## src/rtl/hdmi_line_fetch_ctrl.sv

```systemverilog
// Line-credit scheduler feeding the HDMI line FIFO: admits one fixed-length line per
// display-side request, padding short source lines and dropping the tail of long ones.
module hdmi_line_fetch_ctrl #(
  parameter int unsigned C_S_AXIS_TDATA_WIDTH = 24,
  parameter int unsigned H_ACTIVE             = 1280,
  parameter int unsigned V_ACTIVE             = 720,
  parameter int unsigned MAX_CREDITS          = 2
) (
  input  logic                                 ACLK,
  input  logic                                 ARESET,
  input  logic                                 LINE_REQ,
  input  logic                                 ERR_CLR,
  input  logic [C_S_AXIS_TDATA_WIDTH-1:0]      S_AXIS_TDATA,
  input  logic                                 S_AXIS_TVALID,
  input  logic                                 S_AXIS_TLAST,
  output logic                                 S_AXIS_TREADY,
  output logic [C_S_AXIS_TDATA_WIDTH-1:0]      M_AXIS_TDATA,
  output logic                                 M_AXIS_TVALID,
  output logic                                 M_AXIS_TLAST,
  output logic                                 M_AXIS_TUSER,
  input  logic                                 M_AXIS_TREADY,
  output logic [$clog2(V_ACTIVE)-1:0]          LINE_CNT,
  output logic [$clog2(MAX_CREDITS+1)-1:0]     CREDITS,
  output logic                                 ERR_EARLY,
  output logic                                 ERR_LATE,
  output logic                                 ERR_OVF
);

  localparam int unsigned BeatW = $clog2(H_ACTIVE);
  localparam int unsigned LineW = $clog2(V_ACTIVE);
  localparam int unsigned CredW = $clog2(MAX_CREDITS + 1);

  localparam logic [BeatW-1:0] BeatLast = BeatW'(H_ACTIVE - 1);
  localparam logic [LineW-1:0] LineLast = LineW'(V_ACTIVE - 1);
  localparam logic [CredW-1:0] CredMax  = CredW'(MAX_CREDITS);

  typedef enum logic [1:0] {
    StIdle,
    StStream,
    StPad,
    StDrop
  } state_e;

  state_e             state_q, state_d;
  logic [BeatW-1:0]   beat_q, beat_d;
  logic [LineW-1:0]   line_cnt_q, line_cnt_d;
  logic [CredW-1:0]   credits_q, credits_d;
  logic               err_early_q, err_early_d;
  logic               err_late_q, err_late_d;
  logic               err_ovf_q, err_ovf_d;

  logic credit_take;
  logic credit_full;
  logic ovf_set;
  logic early_set;
  logic late_set;
  logic line_done;
  logic beat_last;
  logic in_line;

  // Credit bookkeeping
  always_comb begin
    credit_take = (state_q == StIdle) && (credits_q != '0);
    credit_full = (credits_q == CredMax);
    ovf_set     = 1'b0;
    credits_d   = credits_q;
    if (LINE_REQ && !credit_take) begin
      if (credit_full) begin
        ovf_set = 1'b1;
      end else begin
        credits_d = credits_q + CredW'(1);
      end
    end else if (!LINE_REQ && credit_take) begin
      credits_d = credits_q - CredW'(1);
    end
  end

  // Line FSM and data path
  always_comb begin
    state_d       = state_q;
    beat_d        = beat_q;
    early_set     = 1'b0;
    late_set      = 1'b0;
    line_done     = 1'b0;
    S_AXIS_TREADY = 1'b0;
    M_AXIS_TVALID = 1'b0;
    M_AXIS_TDATA  = '0;
    beat_last     = (beat_q == BeatLast);

    case (state_q)
      StIdle: begin
        if (credit_take) begin
          state_d = StStream;
          beat_d  = '0;
        end
      end

      StStream: begin
        M_AXIS_TVALID = S_AXIS_TVALID;
        S_AXIS_TREADY = M_AXIS_TREADY;
        M_AXIS_TDATA  = S_AXIS_TDATA;
        if (S_AXIS_TVALID && M_AXIS_TREADY) begin
          if (beat_last) begin
            // The FIFO line is complete either way; a missing source TLAST means
            // the rest of the source line must be discarded.
            line_done = 1'b1;
            beat_d    = '0;
            if (S_AXIS_TLAST) begin
              state_d = StIdle;
            end else begin
              late_set = 1'b1;
              state_d  = StDrop;
            end
          end else begin
            beat_d = beat_q + BeatW'(1);
            if (S_AXIS_TLAST) begin
              early_set = 1'b1;
              state_d   = StPad;
            end
          end
        end
      end

      StPad: begin
        M_AXIS_TVALID = 1'b1;
        if (M_AXIS_TREADY) begin
          if (beat_last) begin
            line_done = 1'b1;
            beat_d    = '0;
            state_d   = StIdle;
          end else begin
            beat_d = beat_q + BeatW'(1);
          end
        end
      end

      StDrop: begin
        S_AXIS_TREADY = 1'b1;
        if (S_AXIS_TVALID && S_AXIS_TLAST) begin
          state_d = StIdle;
        end
      end

      default: begin
        state_d = StIdle;
      end
    endcase
  end

  always_comb begin
    line_cnt_d = line_cnt_q;
    if (line_done) begin
      line_cnt_d = (line_cnt_q == LineLast) ? '0 : line_cnt_q + LineW'(1);
    end
  end

  // A flag raised in the same cycle as ERR_CLR stays set.
  always_comb begin
    err_early_d = early_set | (err_early_q & ~ERR_CLR);
    err_late_d  = late_set  | (err_late_q  & ~ERR_CLR);
    err_ovf_d   = ovf_set   | (err_ovf_q   & ~ERR_CLR);
  end

  always_comb begin
    in_line      = (state_q == StStream) || (state_q == StPad);
    M_AXIS_TLAST = in_line && (beat_q == BeatLast);
    M_AXIS_TUSER = in_line && (beat_q == '0) && (line_cnt_q == '0);
    LINE_CNT     = line_cnt_q;
    CREDITS      = credits_q;
    ERR_EARLY    = err_early_q;
    ERR_LATE     = err_late_q;
    ERR_OVF      = err_ovf_q;
  end

  always_ff @(posedge ACLK) begin
    if (ARESET) begin
      state_q     <= StIdle;
      beat_q      <= '0;
      line_cnt_q  <= '0;
      credits_q   <= '0;
      err_early_q <= 1'b0;
      err_late_q  <= 1'b0;
      err_ovf_q   <= 1'b0;
    end else begin
      state_q     <= state_d;
      beat_q      <= beat_d;
      line_cnt_q  <= line_cnt_d;
      credits_q   <= credits_d;
      err_early_q <= err_early_d;
      err_late_q  <= err_late_d;
      err_ovf_q   <= err_ovf_d;
    end
  end

endmodule

```

## config.mk

```make
export PLATFORM = sky130hd
export DESIGN_NAME = hdmi_line_fetch_ctrl
export DESIGN_NICKNAME = d
export VERILOG_FILES = /design/src/rtl/hdmi_line_fetch_ctrl.sv
export SDC_FILE = /design/constraint.sdc
export NUM_CORES = 1
export LEC_CHECK = 0
export BUFFER_PORTS_ARGS = -buffer_cell sky130_fd_sc_hd__clkbuf_2
export CORE_UTILIZATION = 50
export CTS_CLUSTER_DIAMETER = 30
export DETAILED_ROUTE_END_ITERATION = 16
export PLACE_DENSITY = 0.82
export SLEW_MARGIN = 20
export SYNTH_ARGS = -nofsm -noshare
export SYNTH_HDL_FRONTEND = slang
export SYNTH_SLANG_ARGS = --single-unit
```

## constraint.sdc

```tcl
create_clock -name ACLK -period 3.66 [get_ports ACLK]
set_input_delay 0.732 -clock ACLK [delete_from_list [all_inputs] [get_ports ACLK]]
set_output_delay 0.732 -clock ACLK [all_outputs]
set_load 0.01 [all_outputs]
```

# Word-level counts from Yosys, hierarchy flattened
# Index checks and enable logic that the tools add are counted.
# W data, S select, Z words.
[op_classes] muxes=35 multipliers=0 n_bitwise=7 n_addsub=4 n_lt_le_gt_ge=0 n_eq_ne=13 div_mod_pow=0 n_shift=0 n_reduce_logical=20
[op_table] operator="$mux W11" count=4
[op_table] operator="$pmux W11 S3" count=1
[op_table] operator="$mux W24" count=1
[op_table] operator="$mux W2" count=11
[op_table] operator="$mux W1" count=13
[op_table] operator="$ne A2 B2 Y1 const B" count=6
[op_table] operator="$add A11 B1 Y11 const B" count=1
[op_table] operator="$eq A11 B11 Y1 const B" count=1
[op_table] operator="$logic_not A11 Y1" count=1
[op_table] operator="$add A10 B1 Y10 const B" count=1
[op_table] operator="$eq A10 B10 Y1 const B" count=1
[op_table] operator="$logic_not A10 Y1" count=1
[op_table] operator="$mux W10" count=1
[op_table] operator="$logic_and A1 B1 Y1" count=8
[op_table] operator="$pmux W2 S4" count=1
[op_table] operator="$eq A2 B2 Y1 const B" count=3
[op_table] operator="$pmux W1 S2" count=3
[op_table] operator="$reduce_and A6 Y1" count=1
[op_table] operator="$reduce_and A4 Y1" count=1
[op_table] operator="$reduce_bool A2 Y1" count=2
[op_table] operator="$and A1 B1 Y1" count=3
[op_table] operator="$ne A3 B3 Y1 const B" count=1
[op_table] operator="$or A1 B1 Y1" count=3
[op_table] operator="$reduce_bool A3 Y1" count=1
[op_table] operator="8 further kinds" count=9
[word_totals] mem_bits_rw=0 elab_cells=86 ff_bits=28 n_memories=0 inputBits=31 latch_bits=0 out_inout_bits=43 romBits=0

# Depth between registers and ports, before layout
# Gate-level depths: netlist (run 1).
[depth] depth_word=6 depth_mapped=7 mapped_depth_nobuf=6

# Worst setup path before layout (run 1)
# OpenSTA, ideal clock, no wires.
[synth_timing] path_type="register to output" from="register state_q[0]" to="output M_AXIS_TUSER" path_stages_with_launch=6 arrival_ns=1.450 slack_ns=1.478 n_path_buf=0 required_ns=2.928 path_cell_list="dfxtp_1 -> inv_1 -> ha_1 -> and3_1 -> nand4_1 -> nor4_1"
[synth_via] elab_chain_len=4 elab_cells_between_ends=5 cone_classes="eq/ne (2); reduce/logical (3)"
[synth_rtl] element="start, declared" line_no="44" source="state_e state_q, state_d;"
[synth_rtl] element="start signal, assigned" line_no="177" source="state_q <= StIdle;"
[synth_rtl] element="start signal, assigned" line_no="185" source="state_q <= state_d;"
[synth_rtl] element="$eq A2 B1 Y1 / $eq A2 B2 Y1 (equally long branches)" line_no="165" source="in_line = (state_q == StStream) || (state_q == StPad);"
[synth_rtl] element="$logic_or A1 B1 Y1 (*)" line_no="165"
[synth_rtl] element="$logic_and A1 B1 Y1 (*) (2 in a row)" line_no="167" source="M_AXIS_TUSER = in_line && (beat_q == '0) && (line_cnt_q == '0);"
[synth_rtl] element="end, declared" line_no="20" source="output logic M_AXIS_TUSER,"
# Every way passes the cells marked *; elsewhere a longest branch is shown, timed or not.

# Worst setup path in the final report (run 1)
[layout_timing] from="register beat_q[0]" to="output M_AXIS_TLAST"
[layout_via] elab_chain_len=2
[layout_rtl] element="start, declared" line_no="45" source="logic [BeatW-1:0] beat_q, beat_d;"
[layout_rtl] element="start signal, assigned" line_no="186" source="beat_q <= beat_d;"
[layout_rtl] element="$eq A11 B11 Y1" line_no="166" source="M_AXIS_TLAST = in_line && (beat_q == BeatLast);"
[layout_rtl] element="$logic_and A1 B1 Y1" line_no="166"
[layout_rtl] element="end, declared" line_no="19" source="output logic M_AXIS_TLAST,"
# No other way between the ends.

==> results of run 1 <==
## layer usage
metal	up-vias	share of wire [%]	global-route usage, %
li1	985	-	-
met1	893	44	29.9
met2	82	47	42.7
met3	5	7.5	2.54
met4	0	1.5	9.30
met5	-	0	0
## through the flow
stage / cells / util, % / power (mW) / cell area (um^2) / setup WS, ns
2_1_floorplan: 225 / - / 0.667 / 1870 / 1.48
3_3_place_gp: 340 / 65.0 / 0.833 / 2240 / 1.27
3_5_place_dp: 340 / 65.0 / 0.842 / 2240 / 1.18
4_1_cts: 344 / 67.1 / 1.09 / 2310 / 1.01
5_1_grt: 344 / 67.1 / 1.16 / 2310 / 0.810
6_report: 344 / 67.1 / 1.08 / 2310 / 1.04
## logic make-up (layout without fill, tap and decap cells)
group	after synthesis	count (layout)	synth area share [%]
and+or+nand+nor	105	105	34.0
AOI/OAI and AO/OA	58	58	20.4
DFF	28	28	30.0
buffers and inverters	19	92	6.30
adders and majority gates	10	10	6.71
muxes	3	3	1.61
xor gates and xnor gates	2	2	0.939
## cell usage in the layout (no fill, tap or decap), types with 5 or more instances in the layout
master    count
and2_1       25
or4_1         6
a21oi_1      17
nor4_1        7
o21ai_0      11
nand2_1      12
o211ai_1      5
inv_1        12
dfxtp_1      28
clkbuf_2     73
nand3_1      12
nor2_1        7
ha_1         10
## state kept, by name, indices dropped and copies added (netlist names)
register   cells
beat_q        11
LINE_CNT      10
CREDITS        2
state_q        2
ERR_EARLY      1
ERR_LATE       1
ERR_OVF        1
## area by class of cell
type	instances	area (um^2)
Clock buffer	3	41.3
Tap cell	46	57.6
Inverter	12	45.0
Sequential cell	28	561
Timing Repair Buffer	76	388
Clock inverter	1	30.0
Fill cell	294	1130
Multi-Input combinational cell	178	1190
## power by group through the flow
stage | clock [mW] | sequential, mW | combinational [mW]
after global routing | 0.262 | 0.341 | 0.558
after global placement | 0 | 0.344 | 0.489
after detailed placement | 0 | 0.346 | 0.496
after CTS | 0.248 | 0.338 | 0.499
after floorplan | 0 | 0.342 | 0.325
final | 0.248 | 0.339 | 0.498
## final timing paths
kind	end	start	slack [ns]	cells after the start
worst max-delay path	M_AXIS_TLAST	beat_q[0]	1.04	6
worst min-delay path	ERR_OVF	ERR_OVF	0.47	2
worst max register to register	beat_q[9]	state_q[1]	1.15	6
worst min register to register	ERR_OVF	ERR_OVF	0.47	2
## worst register-to-register path, stage by stage, from the launching register on
cell	delay (ns)
dfxtp_1	0.39
inv_1	0.11
ha_1	0.45
a21boi_0	0.28
or4_1	0.58
or4_1	0.52
mux2i_1	0.13
==> impl_metrics.csv, run 1 <==
group,metric,value,unit
detailed_routing,antenna_left,0,
power,power_density,470,mW/mm^2
worst_hold_path,hold_class,"flop to flop",
die,die-area,0.00398,mm^2
detailed_routing,drc,0,
worst_setup_path,arrival,1.89,ns
synth,synth_cells,225,
worst_setup_path,critical_path_class,"flop to output pin",
die,rows,21,
synth,synth_top_area_share,30.0,%
die,pin_count,74,
synth,synth_seq_cells,28,
clocking,cts_setup_buffers,0,
power,power.share.combinational,45.9,%
detailed_routing,viasPerCell,5.71,
layout,area_growth,23.8,%
sta,slew_viol_final,0,
sta,whs,0.467,ns
clocking,cts_buffers,3,
global_route,grtUsageTotal,24.2,%
placed_design,portBuffers,73,
layout,finalNetCount,340,
synth,ys_top_cells_by_count,"28 x dfxtp_1, 25 x and2_1, 17 x a21oi_1",
worst_setup_path,crit_path_start_kind,"flop",
clocking,htreeDepth,1,
die,die_h,63.1,um
synth,synth.most_common_cell,"dfxtp_1",
worst_setup_path,slowest_stage,"dfxtp_1",
power,seqPwrFrac,31.2,%
detailed_routing,drt_iter0_drc,93,
synth,seq_area_frac_synth,30.0,%
die,die_w,63.1,um
power,p_int,0.676,mW
sta,max_freq,381,MHz
global_route,antenna_found_initial,0,
clocking,cts_resized,0,
global_route,grt.overflow.total,0,
layout,drive_gt1_share,30.5,%
worst_setup_path,path_cells,"ha_1, nand3_1, nor3_1, buf_4, and2_1, clkbuf_2",
synth,yosysTopAreaCell,"dfxtp_1",
clocking,clk_path_buf_depth,2,
power,ir_drop,0.251,mV
sta,rsz0062_at_grt,"false",
layout,antennaDiodeCount,0,
sta,min_period_over_period,71.7,%
clocking,clk_pin_slew,0.10,ns
status,status,"completed",
sta,tightest_slew,0.820,ns
worst_setup_path,end_kind,"output pin",
synth,synth_nets,266,
clocking,insertion_delay,0.28,ns
placed_design,post-dp-hpwl,3390,um
synth,synth-async-reset-ratio,0,%
clocking,cts_hold_buffers,0,
worst_setup_path,critPathRequiredTime,2.93,ns
clocking,cts.sinks,28,
global_route,grt_pass1_wl,7860,um
synth,syn-mean-instance-area,8.29,um^2
die,core_area,0.00344,mm^2
global_route,grt_max_degree,31,
placed_design,globalplace.congestion,0.870,
worst_setup_path,cp_top_family,"simple AND/OR/NAND/NOR gates",
power,p_clk_share,22.9,%
synth,ys_warn_count,0,
detailed_routing,drt_wl_total,4450,um
worst_setup_path,crit_path_max_fanout,8,
clocking,clock-root-buffer,"clkbuf_8",
synth,netlist_area,0.00187,mm^2
global_route,first_global_vias,1853,
sta,slew_headroom,44.8,%
sta,finalClockSkew,0.00212,ns
sta,final.setup.tns,0,ns
detailed_routing,vias,1965,
power,p_sw,0.409,mW
worst_setup_path,slowest_delay,0.43,ns
synth,synth_edf_count,0,
detailed_routing,post_drt_wl_per_cell,12.9,um
run,cap_violations,0,
sta,min_period,2.62,ns
clocking,cts_tree,"yes",
power,switching_share,37.7,%
synth,synth-main-ff-cell,"dfxtp_1",
die,start_util,54.2,%
power,p_leak,1.02,nW
sta,finalSetupViolations,0,
synth,yosys-top-cells-area,"dfxtp_1 30%, and2_1 8.4%, ha_1 6.7%, a21oi_1 4.6%, nand3_1 3.2%",
sta,final-hold-violation-count,0,
worst_setup_path,crit_buf_inv,2,
synth,yosysUniqueCellTypes,49,
detailed_routing,dr.pass1.iters,4,
(Power assumes the default switching activity.)
==> run 2, diff against run 1 <==
Settings changed: CORE_UTILIZATION 50 to 49, PLACE_DENSITY 0.82 to 0.81.
Clock period 3.66 ns to 2.7 ns, I/O delays scaled along.
==> impl_metrics.csv, run 2 (synthesis gave the netlist of run 1 again) <==
group,metric,value,unit
power,finalPower,1.42,mW
layout,largest-register,"beat_q",
sta,tightest_slew,0.710,ns
status,status,"completed",
die,rows,22,
run,cap_violations,0,
clocking,clk_pin_slew,0.10,ns
sta,rsz0062_at_grt,"false",
global_route,grt_max_degree,30,
detailed_routing,vias,2008,
power,p_leak,1.03,nW
layout,area_growth,24.3,%
layout,fill_cells,322,
power,power.share.combinational,48.8,%
global_route,grtUsageTotal,23.8,%
detailed_routing,antenna_left,0,
sta,min_period,2.46,ns
worst_setup_path,crit_path_max_fanout,6,
die,die_w,63.7,um
placed_design,post-dp-hpwl,3510,um
layout,design_area,0.00232,mm^2
power,switching_share,39.7,%
power,power_density,611,mW/mm^2
die,die-area,0.00406,mm^2
die,pin_count,74,
clocking,cts_buffers,3,
layout,antennaDiodeCount,0,
detailed_routing,drc,0,
layout,drive_gt1_share,31.2,%
global_route,antenna_found_initial,0,
layout,largest_register_ffs,11,
placed_design,portBuffers,73,
detailed_routing,viasPerCell,5.75,
die,start_util,51.0,%
clocking,insertion_delay,0.27,ns
power,p_sw,0.562,mW
worst_setup_path,worstRegToRegCells,6,
layout,final_common_cell,"clkbuf_2",
clocking,cts_tree,"yes",
clocking,cts_hold_buffers,0,
layout,seq_area,561,um^2
detailed_routing,dr.pass1.iters,4,
sta,slew_headroom,52.2,%
sta,final.setup.tns,0,ns
die,core_area,0.00366,mm^2
worst_hold_path,hold_depth,2,
worst_setup_path,arrival,1.92,ns
clocking,cts_resized,0,
global_route,first_global_vias,1823,
clocking,clk_path_buf_depth,2,
detailed_routing,post_drt_wl_per_cell,13.4,um
sta,min_period_over_period,91.3,%
worst_hold_path,hold_class,"flop to flop",
power,seqPwrFrac,32.3,%
placed_design,placement.cell_area,0.00226,mm^2
die,die_h,63.7,um
clocking,htreeDepth,1,
clocking,clock-root-buffer,"clkbuf_8",
layout,multi_input_area,0.00119,mm^2
layout,finalNetCount,343,
power,p_int,0.855,mW
detailed_routing,drt_iter0_drc,107,
sta,finalSetupViolations,0,
global_route,grt.overflow.total,0,
power,p_clk_share,18.9,%
clocking,cts.sinks,28,
worst_setup_path,critical_path_class,"flop to output pin",
sta,slew_viol_final,0,
sta,max_freq,406,MHz
power,ir_drop,0.455,mV
clocking,cts_setup_buffers,0,
placed_design,globalplace.congestion,0.868,
worst_setup_path,critPathRequiredTime,2.16,ns
sta,final-hold-violation-count,0,
worst_setup_path,crit_path_start_kind,"flop",
sta,finalClockSkew,0.00310,ns
layout,final_cell_mix,"73 x clkbuf_2, 28 x dfxtp_1, 25 x and2_1",
global_route,grt_pass1_wl,7770,um
detailed_routing,drt_wl_total,4670,um
worst_setup_path,end_kind,"output pin",
run 2: cell types whose count changed in the layout (fill, tap and decap cells not counted):
cell	before	now
clkbuf_8	3	4
buf_4	3	6
bufinv_16	1	0
run 2: final cells by class:
cell class	instances	area share, %
Multi-Input combinational cell	178	51.2
Sequential cell	28	24.2
Clock buffer	4	2.37
Timing Repair Buffer	79	17.7
Tap cell	48	2.59
Inverter	12	1.94
run 2: layer usage:
| layer | vias to the layer above | part of all wire, % | global-route usage [%] |
|---|---|---|---|
| met3 | 8 | 5.6 | 3.08 |
| li1 | 988 | - | - |
| met1 | 938 | 44 | 27.2 |
| met2 | 74 | 49 | 44.0 |
| met5 | - | 0 | 0 |
| met4 | 0 | 1.5 | 9.38 |
run 2: per-stage QoR:
stage / utilization, % / hold WS (ns) / setup WS (ns) / std cells
floorplan: - / 0.476 / 0.610 / 225
finish: 63.3 / 0.479 / 0.236 / 349
global placement: 61.8 / 0.451 / 0.489 / 345
detailed placement: 61.8 / 0.467 / 0.451 / 345
global route: 63.3 / 0.499 / 0.0617 / 349
CTS: 63.3 / 0.482 / 0.219 / 349
run 2: power by group through the flow:
| stage | Combinational [mW] | Sequential (mW) | Clock [mW] |
|---|---|---|---|
| final | 0.692 | 0.458 | 0.267 |
| after global placement | 0.672 | 0.465 | 0 |
| after detailed placement | 0.689 | 0.467 | 0 |
| after CTS | 0.694 | 0.457 | 0.269 |
| after global routing | 0.765 | 0.464 | 0.294 |
| after floorplan | 0.441 | 0.464 | 0 |
run 2: worst max-delay path, cell delays in order, from the launching register on:
cell	delay, ns
dfxtp_1	0.41
inv_1	0.10
ha_1	0.38
and3_1	0.20
nand4_1	0.09
nor4_1	0.28
clkbuf_2	0.19
run 2: final timing paths:
check,to,slack [ns],from
max,M_AXIS_TUSER,0.24,state_q[0]
min,ERR_OVF,0.48,ERR_OVF
max reg2reg,LINE_CNT[8],0.41,state_q[0]
min reg2reg,ERR_OVF,0.48,ERR_OVF
==> run 3, diff against run 2 <==
Settings changed: CORE_UTILIZATION 49 to 50, CTS_BUF_LIST set to sky130_fd_sc_hd__clkbuf_4 sky130_fd_sc_hd__clkbuf_8, PLACE_DENSITY 0.81 to 0.82.
==> impl_metrics.csv, run 3 (synthesis gave the netlist of run 1 again) <==
group,metric,value,unit
worst_hold_path,hold_start,"ERR_OVF",
layout,finalNetCount,342,
layout,largest-register,"beat_q",
clocking,insertion_delay,0.28,ns
clocking,cts.sinks,28,
sta,final.setup.tns,0,ns
detailed_routing,drt_iter0_drc,109,
layout,antennaDiodeCount,0,
global_route,grt_max_degree,30,
clocking,htreeDepth,1,
sta,slew_headroom,60.3,%
detailed_routing,viasPerCell,5.72,
clocking,clk_path_buf_depth,2,
detailed_routing,drc,0,
die,start_util,54.2,%
layout,area_growth,23.7,%
clocking,cts_setup_buffers,0,
detailed_routing,vias,1978,
detailed_routing,antenna_left,0,
sta,rsz0062_at_grt,"false",
placed_design,globalplace.congestion,0.838,
detailed_routing,post_drt_wl_per_cell,13.0,um
sta,slew_viol_final,0,
layout,drive_gt1_share,31.0,%
worst_setup_path,end_kind,"output pin",
die,rows,21,
worst_setup_path,critical_path_class,"flop to output pin",
power,ir_drop,0.530,mV
sta,finalClockSkew,0.00278,ns
die,core_area,0.00344,mm^2
worst_setup_path,crit_path_start_kind,"flop",
sta,min_period,2.47,ns
placed_design,portBuffers,73,
clocking,cts_resized,0,
detailed_routing,dr.pass1.iters,4,
clocking,clk_pin_slew,0.10,ns
status,status,"completed",
worst_setup_path,arrival,1.93,ns
worst_setup_path,cp-startpoint,"state_q[0]",
die,die_h,63.1,um
placed_design,post-dp-hpwl,3460,um
sta,max_freq,406,MHz
layout,design_area,0.00231,mm^2
global_route,antenna_found_initial,0,
worst_setup_path,r2r_setup_slack,0.36,ns
run,cap_violations,0,
worst_hold_path,hold_depth,2,
global_route,grt.overflow.total,0,
clocking,cts_buffers,3,
die,pin_count,74,
worst_setup_path,worstRegToRegCells,6,
placed_design,placement.cell_area,0.00225,mm^2
detailed_routing,drt_wl_total,4480,um
sta,min_period_over_period,91.3,%
sta,tightest_slew,0.590,ns
clocking,cts_hold_buffers,0,
layout,final_cell_mix,"73 x clkbuf_2, 28 x dfxtp_1, 25 x and2_1",
die,die-area,0.00398,mm^2
global_route,grtUsageTotal,23.0,%
worst_hold_path,hold_class,"flop to flop",
clocking,cts_tree,"yes",
power,p_leak,1.03,nW
clocking,clock-root-buffer,"clkbuf_8",
global_route,first_global_vias,1758,
sta,finalSetupViolations,0,
layout,final_common_cell,"clkbuf_2",
power,power_density,613,mW/mm^2
layout,largest_register_ffs,11,
sta,final-hold-violation-count,0,
global_route,grt_pass1_wl,7510,um
worst_setup_path,critPathRequiredTime,2.16,ns
worst_setup_path,r2r_start,"state_q[0]",
worst_setup_path,crit_path_max_fanout,6,
worst_hold_path,min_to,"ERR_OVF",
worst_setup_path,rr_endpoint,"LINE_CNT[8]",
die,die_w,63.1,um
run 3: cell count changes in the layout (fill, tap and decap cells not counted), sizes merged:
| cell | change |
|---|---|
| buf | -1 |
run 3: worst max-delay path, stage by stage (launching register included):
cell and delay [ns]:
dfxtp_1 0.42, inv_1 0.11, ha_1 0.39, and3_1 0.19, nand4_1 0.09, nor4_1 0.27, clkbuf_2 0.19
run 3: final cells by class:
type                    count  area (um^2)
well taps                  46         57.6
flip-flops and latches     28          561
inverters                  12         45.0
fillers                   290         1130
multi-input cells         178         1190
clock buffers               4         55.1
repair buffers             78          403
run 3: worst max-delay path by stage:
stage	to	slack [ns]	cells after the start
2_1_floorplan	beat_q[9]	0.61	6
3_3_place_gp	LINE_CNT[8]	0.49	5
3_5_place_dp	LINE_CNT[8]	0.40	6
4_1_cts	M_AXIS_TUSER	0.25	6
5_1_grt	M_AXIS_TUSER	0.10	6
6_report	M_AXIS_TUSER	0.23	6
run 3: stage by stage:
stage / total power, mW / hold WS [ns] / worst slack, ns / std cells / util (%)
after floorplan: 0.905 / 0.476 / 0.610 / 225 / -
after global placement: 1.14 / 0.451 / 0.491 / 342 / 65.5
after detailed placement: 1.15 / 0.451 / 0.404 / 342 / 65.5
after CTS: 1.41 / 0.466 / 0.246 / 346 / 67.1
after global routing: 1.51 / 0.513 / 0.102 / 346 / 67.1
final: 1.42 / 0.467 / 0.234 / 346 / 67.1
run 3: routing by layer:
layer  track usage (%)  vias to the layer above  routed length [um]
li1                  -                      988                   -
met1              28.5                      903                2000
met2              40.5                       82                2160
met3              3.26                        5                 277
met4              7.56                        0                  42
met5                 0                        -                   0
run 3: report_power, final:
part           internal [mW]  switching (mW)
combinational          0.292           0.400
sequential             0.432          0.0250
clock                  0.131           0.136
